[src/rtl/mux_pkg.sv]
// Shared constants and the channel-index type for the 4:1 round-robin mux.
package mux_pkg;
  localparam int N_CH  = 4;
  localparam int SEL_W = 2;
  typedef logic [SEL_W-1:0] sel_t;
endpackage

[src/rtl/rr_arbiter_4.sv]
// Round-robin arbiter: combinational one-hot grant searching from ptr+1, wrapping 3->0.
// ptr is owned here and moves to the winner only when advance (a real transfer) is high.
module rr_arbiter_4
  import mux_pkg::*;
(
  input  logic            clk,
  input  logic            rst_n,
  input  logic [N_CH-1:0] req,
  input  logic            advance,
  output logic [N_CH-1:0] grant,
  output sel_t            g
);

  sel_t r_ptr;
  sel_t w_idx;

  // Scan farthest-to-nearest so the channel closest after ptr overwrites the rest.
  always_comb begin
    grant = '0;
    g     = r_ptr;
    w_idx = r_ptr;
    for (int k = N_CH; k >= 1; k--) begin
      w_idx = sel_t'(r_ptr + k);
      if (req[w_idx]) begin
        grant        = '0;
        grant[w_idx] = 1'b1;
        g            = w_idx;
      end
    end
  end

  always_ff @(posedge clk or negedge rst_n) begin
    if (!rst_n) begin
      r_ptr <= sel_t'(N_CH - 1);
    end else if (advance) begin
      r_ptr <= g;
    end
  end

endmodule

[src/rtl/rr_mux_4x1.sv]
// 4:1 round-robin mux into one output register; 1-cycle latency, 1 word/cycle, drain+refill same cycle.
// Backpressure: in_ready is low while the register holds an unaccepted word or en is low. Option: RR_MUX_PARITY_EN adds out_par.
module rr_mux_4x1
  import mux_pkg::*;
#(
  parameter int WIDTH = 8
) (
  input  logic                  clk,
  input  logic                  rst_n,
  input  logic                  en,
  input  logic [N_CH-1:0]       in_valid,
  input  logic [N_CH*WIDTH-1:0] in_data,
  output logic [N_CH-1:0]       in_ready,
  output logic                  out_valid,
  output logic [WIDTH-1:0]      out_data,
  output sel_t                  out_sel,
`ifdef RR_MUX_PARITY_EN
  output logic                  out_par,
`endif
  input  logic                  out_ready
);

  logic             r_out_valid;
  logic [WIDTH-1:0] r_out_data;
  sel_t             r_out_sel;
  logic [N_CH-1:0]  w_grant;
  sel_t             w_g;
  logic             w_free;
  logic             w_accept;
  logic             w_xfer;
  logic [WIDTH-1:0] w_word;

  rr_arbiter_4 u_arb (
    .clk     (clk),
    .rst_n   (rst_n),
    .req     (in_valid),
    .advance (w_xfer),
    .grant   (w_grant),
    .g       (w_g)
  );

  // rst_n gates acceptance so in_ready reads zero for the whole reset window.
  assign w_free   = ~r_out_valid | out_ready;
  assign w_accept = en & w_free & rst_n;
  assign in_ready = w_accept ? w_grant : '0;
  assign w_xfer   = |in_ready;
  assign w_word   = in_data[w_g*WIDTH +: WIDTH];

  always_ff @(posedge clk or negedge rst_n) begin
    if (!rst_n) begin
      r_out_valid <= 1'b0;
      r_out_data  <= '0;
      r_out_sel   <= '0;
    end else if (w_free) begin
      r_out_valid <= w_xfer;
      if (w_xfer) begin
        r_out_data <= w_word;
        r_out_sel  <= w_g;
      end
    end
  end

`ifdef RR_MUX_PARITY_EN
  logic r_out_par;

  always_ff @(posedge clk or negedge rst_n) begin
    if (!rst_n) begin
      r_out_par <= 1'b0;
    end else if (w_free && w_xfer) begin
      r_out_par <= ^w_word;
    end
  end

  assign out_par = r_out_par;
`endif

  assign out_valid = r_out_valid;
  assign out_data  = r_out_data;
  assign out_sel   = r_out_sel;

endmodule

[config.mk]
export PLATFORM = sky130hd
export DESIGN_NAME = rr_mux_4x1
export DESIGN_NICKNAME = d
export VERILOG_FILES = /design/src/rtl/mux_pkg.sv /design/src/rtl/rr_arbiter_4.sv /design/src/rtl/rr_mux_4x1.sv
export SDC_FILE = /design/constraint.sdc
export NUM_CORES = 1
export LEC_CHECK = 0
export CAP_MARGIN = 5
export CORE_ASPECT_RATIO = 0.9
export CORE_MARGIN = 2
export CORE_UTILIZATION = 30
export CTS_CLUSTER_DIAMETER = 30
export CTS_CLUSTER_SIZE = 40
export DETAILED_ROUTE_END_ITERATION = 7
export GPL_ROUTABILITY_DRIVEN = 0
export PLACE_DENSITY = 0.62
export SYNTH_ARGS = -nofsm -noshare
export SYNTH_HDL_FRONTEND = slang
export SYNTH_HIERARCHICAL = 1
export SYNTH_SLANG_ARGS = --single-unit
[constraint.sdc]
create_clock -name clk -period 4.4 [get_ports clk]
set_input_delay 0.44 -clock clk [delete_from_list [all_inputs] [get_ports clk]]
set_output_delay 0.44 -clock clk [all_outputs]
set_load 0.03 [all_outputs]
Word-level counts from Yosys, hierarchy flattened. Cells that the tools add are included.

Reduce and logical (&&, ||, !) cells: 6. Shift-type cells: 1. Muxes and demuxes: 25. Bitwise gates (word level): 4. $add $sub $neg: 4. Order comparisons: 8.

Operators with widths (number): variable part select 32 x 6 -> 8 bit (1); 2-to-1 mux 4 bit (5); less-than comparator 2 x 3 -> 1 bit, second input constant (4); binary-select mux 1 bit (select 2 bit) (4); demux 1 bit (select 2 bit) (4); greater-or-equal comparator 2 x 1 -> 1 bit, second input constant (4); 2-to-1 mux 1 bit (8); 2-to-1 mux 2 bit (4); adder 2 x 1 -> 2 bit, second input constant (2); adder 2 bit, second input constant (2); logical AND 1 bit (4); OR reduction 4 bit (1); AND 1 bit (2); AND reduction 2 bit (1); NOT 1 bit (1); OR 1 bit (1).

Word-level logic and storage cells: 52. Bits in registers: 13.

Logic depth before layout (Yosys ltp).
Depth in word-level cells: 12. Gate-level depth with buffers: 13. Mapped depth without buffers: 10.

Cells and area by module. Netlist, hierarchy kept.

Modules (own cells, without submodules): rr_arbiter_4 (instances 1, seq. area each 52.6 um2, area each 724.4 um2, cells each 82); rr_mux_4x1 (instances 1, seq. area each 275.3 um2, area each 701.9 um2, cells each 41).

Worst setup path after synthesis. OpenSTA, ideal clock, no wires.

Kind: flip-flop to flip-flop. From: register u_arb.r_ptr[0]. To: register r_out_data[0], in the netlist out_data[0]. Cell stages (with the launch flop): 13. Setup slack: 0.959 ns. Data arrival time: 3.316 ns. Path buffers: 3. Cell sequence: dfstp_2 > buf_4 > inv_2 > ha_1 > buf_6 > mux2i_1 > o22ai_1 > a2111oi_4 > o2bb2ai_1 > or4_4 > and4_4 > buf_12 > mux2_4.

Cells in the longest elaborated chain, start to end: 12. Elaborated cells on any way between the ends: 44.

Ends and longest elaborated chain: start: declaration (RTL line rr_arbiter_4.sv:14) `sel_t r_ptr;`; start signal: assignment (RTL line rr_arbiter_4.sv:34) `r_ptr <= sel_t'(N_CH - 1);`; start signal: assignment (RTL line rr_arbiter_4.sv:36) `r_ptr <= g;`; adder 2 x 1 -> 2 bit (RTL line rr_arbiter_4.sv:23) `w_idx = sel_t'(r_ptr + k);`; less-than comparator 2 x 3 -> 1 bit (implied by the code) or greater-or-equal comparator 2 x 1 -> 1 bit (tied branches) (RTL line rr_arbiter_4.sv:26) `grant[w_idx] = 1'b1;`; logical AND 1 bit (implied by the code) (RTL line rr_arbiter_4.sv:26); 2-to-1 mux 1 bit (implied by the code) (RTL line rr_arbiter_4.sv:26); demux 1 bit (select 2 bit); 2-to-1 mux 4 bit (3 in series) (RTL line rr_arbiter_4.sv:24) `if (req[w_idx]) begin`; 2-to-1 mux 4 bit (*) (RTL line rr_arbiter_4.sv:24); named net w_grant[3] (RTL line rr_mux_4x1.sv:26) `logic [N_CH-1:0] w_grant;`; 2-to-1 mux 4 bit (*) (RTL line rr_mux_4x1.sv:45) `assign in_ready = w_accept ? w_grant : '0;`; OR reduction 4 bit (*) (RTL line rr_mux_4x1.sv:46) `assign w_xfer = |in_ready;`; named net w_xfer (RTL line rr_mux_4x1.sv:30) `logic w_xfer;`; AND reduction 2 bit (no line) (*); end signal: assignment (RTL line rr_mux_4x1.sv:57) `r_out_data <= w_word;`; end: declaration (RTL line rr_mux_4x1.sv:24) `logic [WIDTH-1:0] r_out_data;`.

The timed path passes the listed nets; every way through them passes the cells marked *. The select of a mux whose other input is x is not followed. A chain may end at the register's enable or synchronous reset.

Worst setup path in the final report.
From: register u_arb.r_ptr[1]. To: output in_ready[3].

Cells in the longest elaborated chain, start to end: 10. Elaborated cells on any way between the ends: 37.

Ends and longest elaborated chain: adder 2 x 1 -> 2 bit (RTL line rr_arbiter_4.sv:23); less-than comparator 2 x 3 -> 1 bit (implied by the code) or greater-or-equal comparator 2 x 1 -> 1 bit (tied branches) (RTL line rr_arbiter_4.sv:26); logical AND 1 bit (implied by the code) (RTL line rr_arbiter_4.sv:26); 2-to-1 mux 1 bit (implied by the code) (RTL line rr_arbiter_4.sv:26); demux 1 bit (select 2 bit); 2-to-1 mux 4 bit (3 in series) (RTL line rr_arbiter_4.sv:24); 2-to-1 mux 4 bit (*) (RTL line rr_arbiter_4.sv:24); named net w_grant[3] (RTL line rr_mux_4x1.sv:26); 2-to-1 mux 4 bit (*) (RTL line rr_mux_4x1.sv:45); end: declaration (RTL line rr_mux_4x1.sv:13) `output logic [N_CH-1:0] in_ready,`.

Marked as above.

==> flow_metrics.py <==
metrics = {
    "timing": {
        "setup_viol": 0,
        "worst_pin_slew_ns": 0.8217,
        "fin_ws_ns": 0.4425,
        "fin_crit_ns": 3.957,
        "hold_viol_final": 0,
        "finalSetupTns_ns": 0,
        "fin_skew_ns": 0.008365,
        "maxSlewViolCount": 0,
        "fmax_mhz": 252.7,
        "slew_headroom_pct": 45.02,
        "hold_slack_ns": 0.5070,
        "post-route-period-util_pct": 89.94,
        "rsz0062_at_grt": "no",
    },
    "logic_synthesis": {
        "synth_top_flop_cell": "dfrtp_1",
        "ys.warnings.count": 6,
        "yosysTopAreaCell": "dfrtp_1",
        "async_flop_share_pct": 100.0,
        "synth_common_cells": "11 x dfrtp_1, 11 x mux4_2, 9 x mux2_4, 8 x o22ai_1",
        "synth-edff-count": 0,
        "synthCells": 123,
        "synthAdderAreaFrac_pct": 5.263,
        "syn_nets": 169,
        "yosys.area_share.simple_pct": 13.86,
        "synth_top_family_by_area": "multiplexers",
        "synth_compound_area_share_pct": 16.67,
        "yosys.area_share.xor_xnor_pct": 1.228,
        "avgSynthCellArea_um2": 11.60,
        "yosysUniqueCellTypes": 40,
        "synth_top_area_share_pct": 19.30,
        "ys_ff_latch": 13,
        "synth.area.mux_share_pct": 32.63,
        "yosysSeqAreaShare_pct": 22.98,
        "syn-cell-area_mm2": 0.001426,
        "synth_area_leaders": "dfrtp_1 19%, mux4_2 17%, mux2_4 9.5%",
    },
    "cells_and_area": {
        "drive_above_1_share_pct": 20.93,
        "fin_cells": 234,
        "nets": 219,
        "area_growth_pct": 40.70,
        "fin_area_mm2": 0.002007,
        "diodes": 0,
    },
    "global_routing": {
        "grt_max_degree": 25,
        "antenna_found_initial": 0,
        "grt_pass1_wl_um": 6437,
        "track_usage_pct": 14.44,
        "gr-total-overflow": 0,
        "first_global_vias": 1298,
    },
    "setup_path": {
        "endpoint_kind": "output pin",
        "slowest_delay_ns": 0.68,
        "rr_worst_depth": 9,
        "required_ns": 3.96,
        "critPathSlowestCell": "dfstp_2",
        "crit_fanout": 13,
        "r2r_start": "u_arb/r_ptr[1]",
        "path_class": "reg -> out",
        "crit_chain": "inv_1, ha_1, mux2i_1, o22ai_1, a2111oi_4, o2bb2ai_1, and2_1, clkdlybuf4s50_1",
        "critPathArrivalTime_ns": 3.52,
        "crit_start": "u_arb/r_ptr[1]",
        "start_kind": "register",
    },
    "die": {
        "dieArea_mm2": 0.005323,
        "die_x_um": 76.69,
        "pin_count": 55,
        "rows": 23,
        "initial_core_util_pct": 31.57,
        "die_h_um": 69.42,
        "core_mm2": 0.004518,
    },
    "placement": {
        "placed_cells": 230,
        "placed_area_mm2": 0.001962,
        "dpl.hpwl_um": 2965,
        "place_ws_ns": 0.6555,
        "io_buffers": 54,
    },
    "power_and_ir_drop": {
        "cellPowerDensity_mw_per_mm2": 817.8,
        "intPower_w": 0.0009256,
        "comb_power_share_pct": 78.8,
        "leakage_nw": 0.7691,
        "ir_worst_vdd_v": 0.0002707,
        "p_switching_w": 0.0007156,
        "switching_share_pct": 43.60,
        "clkPwrFrac_pct": 6.3,
        "seq_power_share_pct": 14.9,
    },
    "routing": {
        "avgRoutedWirePerCell_um": 15.88,
        "totalWireLength_um": 3716,
        "drt_iter0_drc": 133,
        "dr.pass1.iters": 4,
        "vias": 1227,
        "viasPerCell": 5.244,
        "drc": 0,
        "ant_nets": 0,
    },
    "clocking": {
        "cts_buffers": 3,
        "clock_tree.buffer_depth": 2,
        "clock-root-buffer": "clkbuf_8",
        "post_cts_buffers": 0,
        "clk_pin_slew_worst_paths_ns": 0.06,
        "cts.hold.buffers_added": 0,
        "tritoncts": "built",
        "cts_resized": 0,
        "insertion_delay_ns": 0.24,
        "clkSinkCount": 13,
        "htreeDepth": 1,
    },
    "run_status": {
        "status": "completed",
    },
    "min_path": {
        "min_from": "out_data[1]",
        "hp-class": "reg -> reg",
        "whs_path_depth": 1,
    },
    "job": {
        "cap_violations": 0,
    },
}
## layout make-up
class / instances / area (µm²)
Timing Repair Buffer: 56 / 555.5
Multi-Input combinational cell: 97 / 993.5
Tap cell: 62 / 77.57
Fill cell: 418 / 2511
Clock buffer: 4 / 45.04
Inverter: 2 / 7.507
Sequential cell: 13 / 327.8
## power groups by stage
stage | logic, W | registers (W) | clock network (W)
after detailed placement | 0.00130 | 0.000243 | 0
final | 0.00129 | 0.000245 | 0.000103
after global placement | 0.00127 | 0.000243 | 0
after global routing | 0.00140 | 0.000256 | 0.000111
after floorplan | 0.000918 | 0.000337 | 0
after CTS | 0.00130 | 0.000245 | 0.000106
## stage by stage
stage / total power [W] / utilization (%)
CTS: 0.001650 / 44.42
floorplan: 0.001255 / -
global route: 0.001767 / 44.42
finish: 0.001641 / 44.42
global placement: 0.001514 / 43.42
detailed placement: 0.001541 / 43.42
## kinds of logic after synthesis
logic type / Yosys count
AOI/OAI and AO/OA: 29
xor gates and xnor gates: 2
adders and majority gates: 6
buffers and inverters: 13
DFF: 13
muxes: 28
and+or+nand+nor: 32
## critical path, delay by kind of cell, from the launching register on
kind            cells  cell delay (ns)
buf+inv             2             0.76
compound gates      3             0.71
flops               1             0.68
fa+ha+maj           1             0.55
mux                 1             0.42
simple gates        1             0.15
## placed cells by master (no fill, tap or decap), types with 2 or more instances in the layout
master	synthesis	layout
mux4_2	11	11
nand2_1	5	5
or2b_1	4	4
clkbuf_8	0	3
nor2b_1	5	5
and3b_1	2	2
xnor2_1	2	2
dfrtp_1	11	11
nor2_1	5	5
a221o_1	3	3
mux2_2	2	2
and2_1	3	3
mux2i_1	6	6
buf_4	4	2
nor3b_1	2	2
clkdlybuf4s50_1	0	54
a211oi_1	3	3
dfstp_2	2	2
mux2_4	9	9
o22ai_1	8	8
ha_1	6	6
o21ai_0	4	4
o2bb2ai_1	4	4
## routing by layer
layer	vias up	track usage, %	wire length, µm
met1	601	17.63	1483
met5	-	0	0
met4	0	3.636	41
met2	46	26.32	2027
li1	576	-	-
met3	4	2.344	164
## flip-flops by register name, indices dropped and copies added (netlist names)
name         flops
out_data         8
out_sel          2
out_valid        1
u_arb/r_ptr      2
## final timing paths
| path | endpoint | slack, ns |
|---|---|---|
| worst max-delay path | in_ready[3] | 0.44 |
| worst min-delay path | out_data[1] | 0.51 |
| worst max register to register | out_data[5] | 0.60 |
| worst min register to register | out_data[1] | 0.51 |
| max in group asynchronous | out_valid | 3.39 |
| min in group asynchronous | out_sel[1] | 0.60 |
Power figures use the tool's default switching activity.
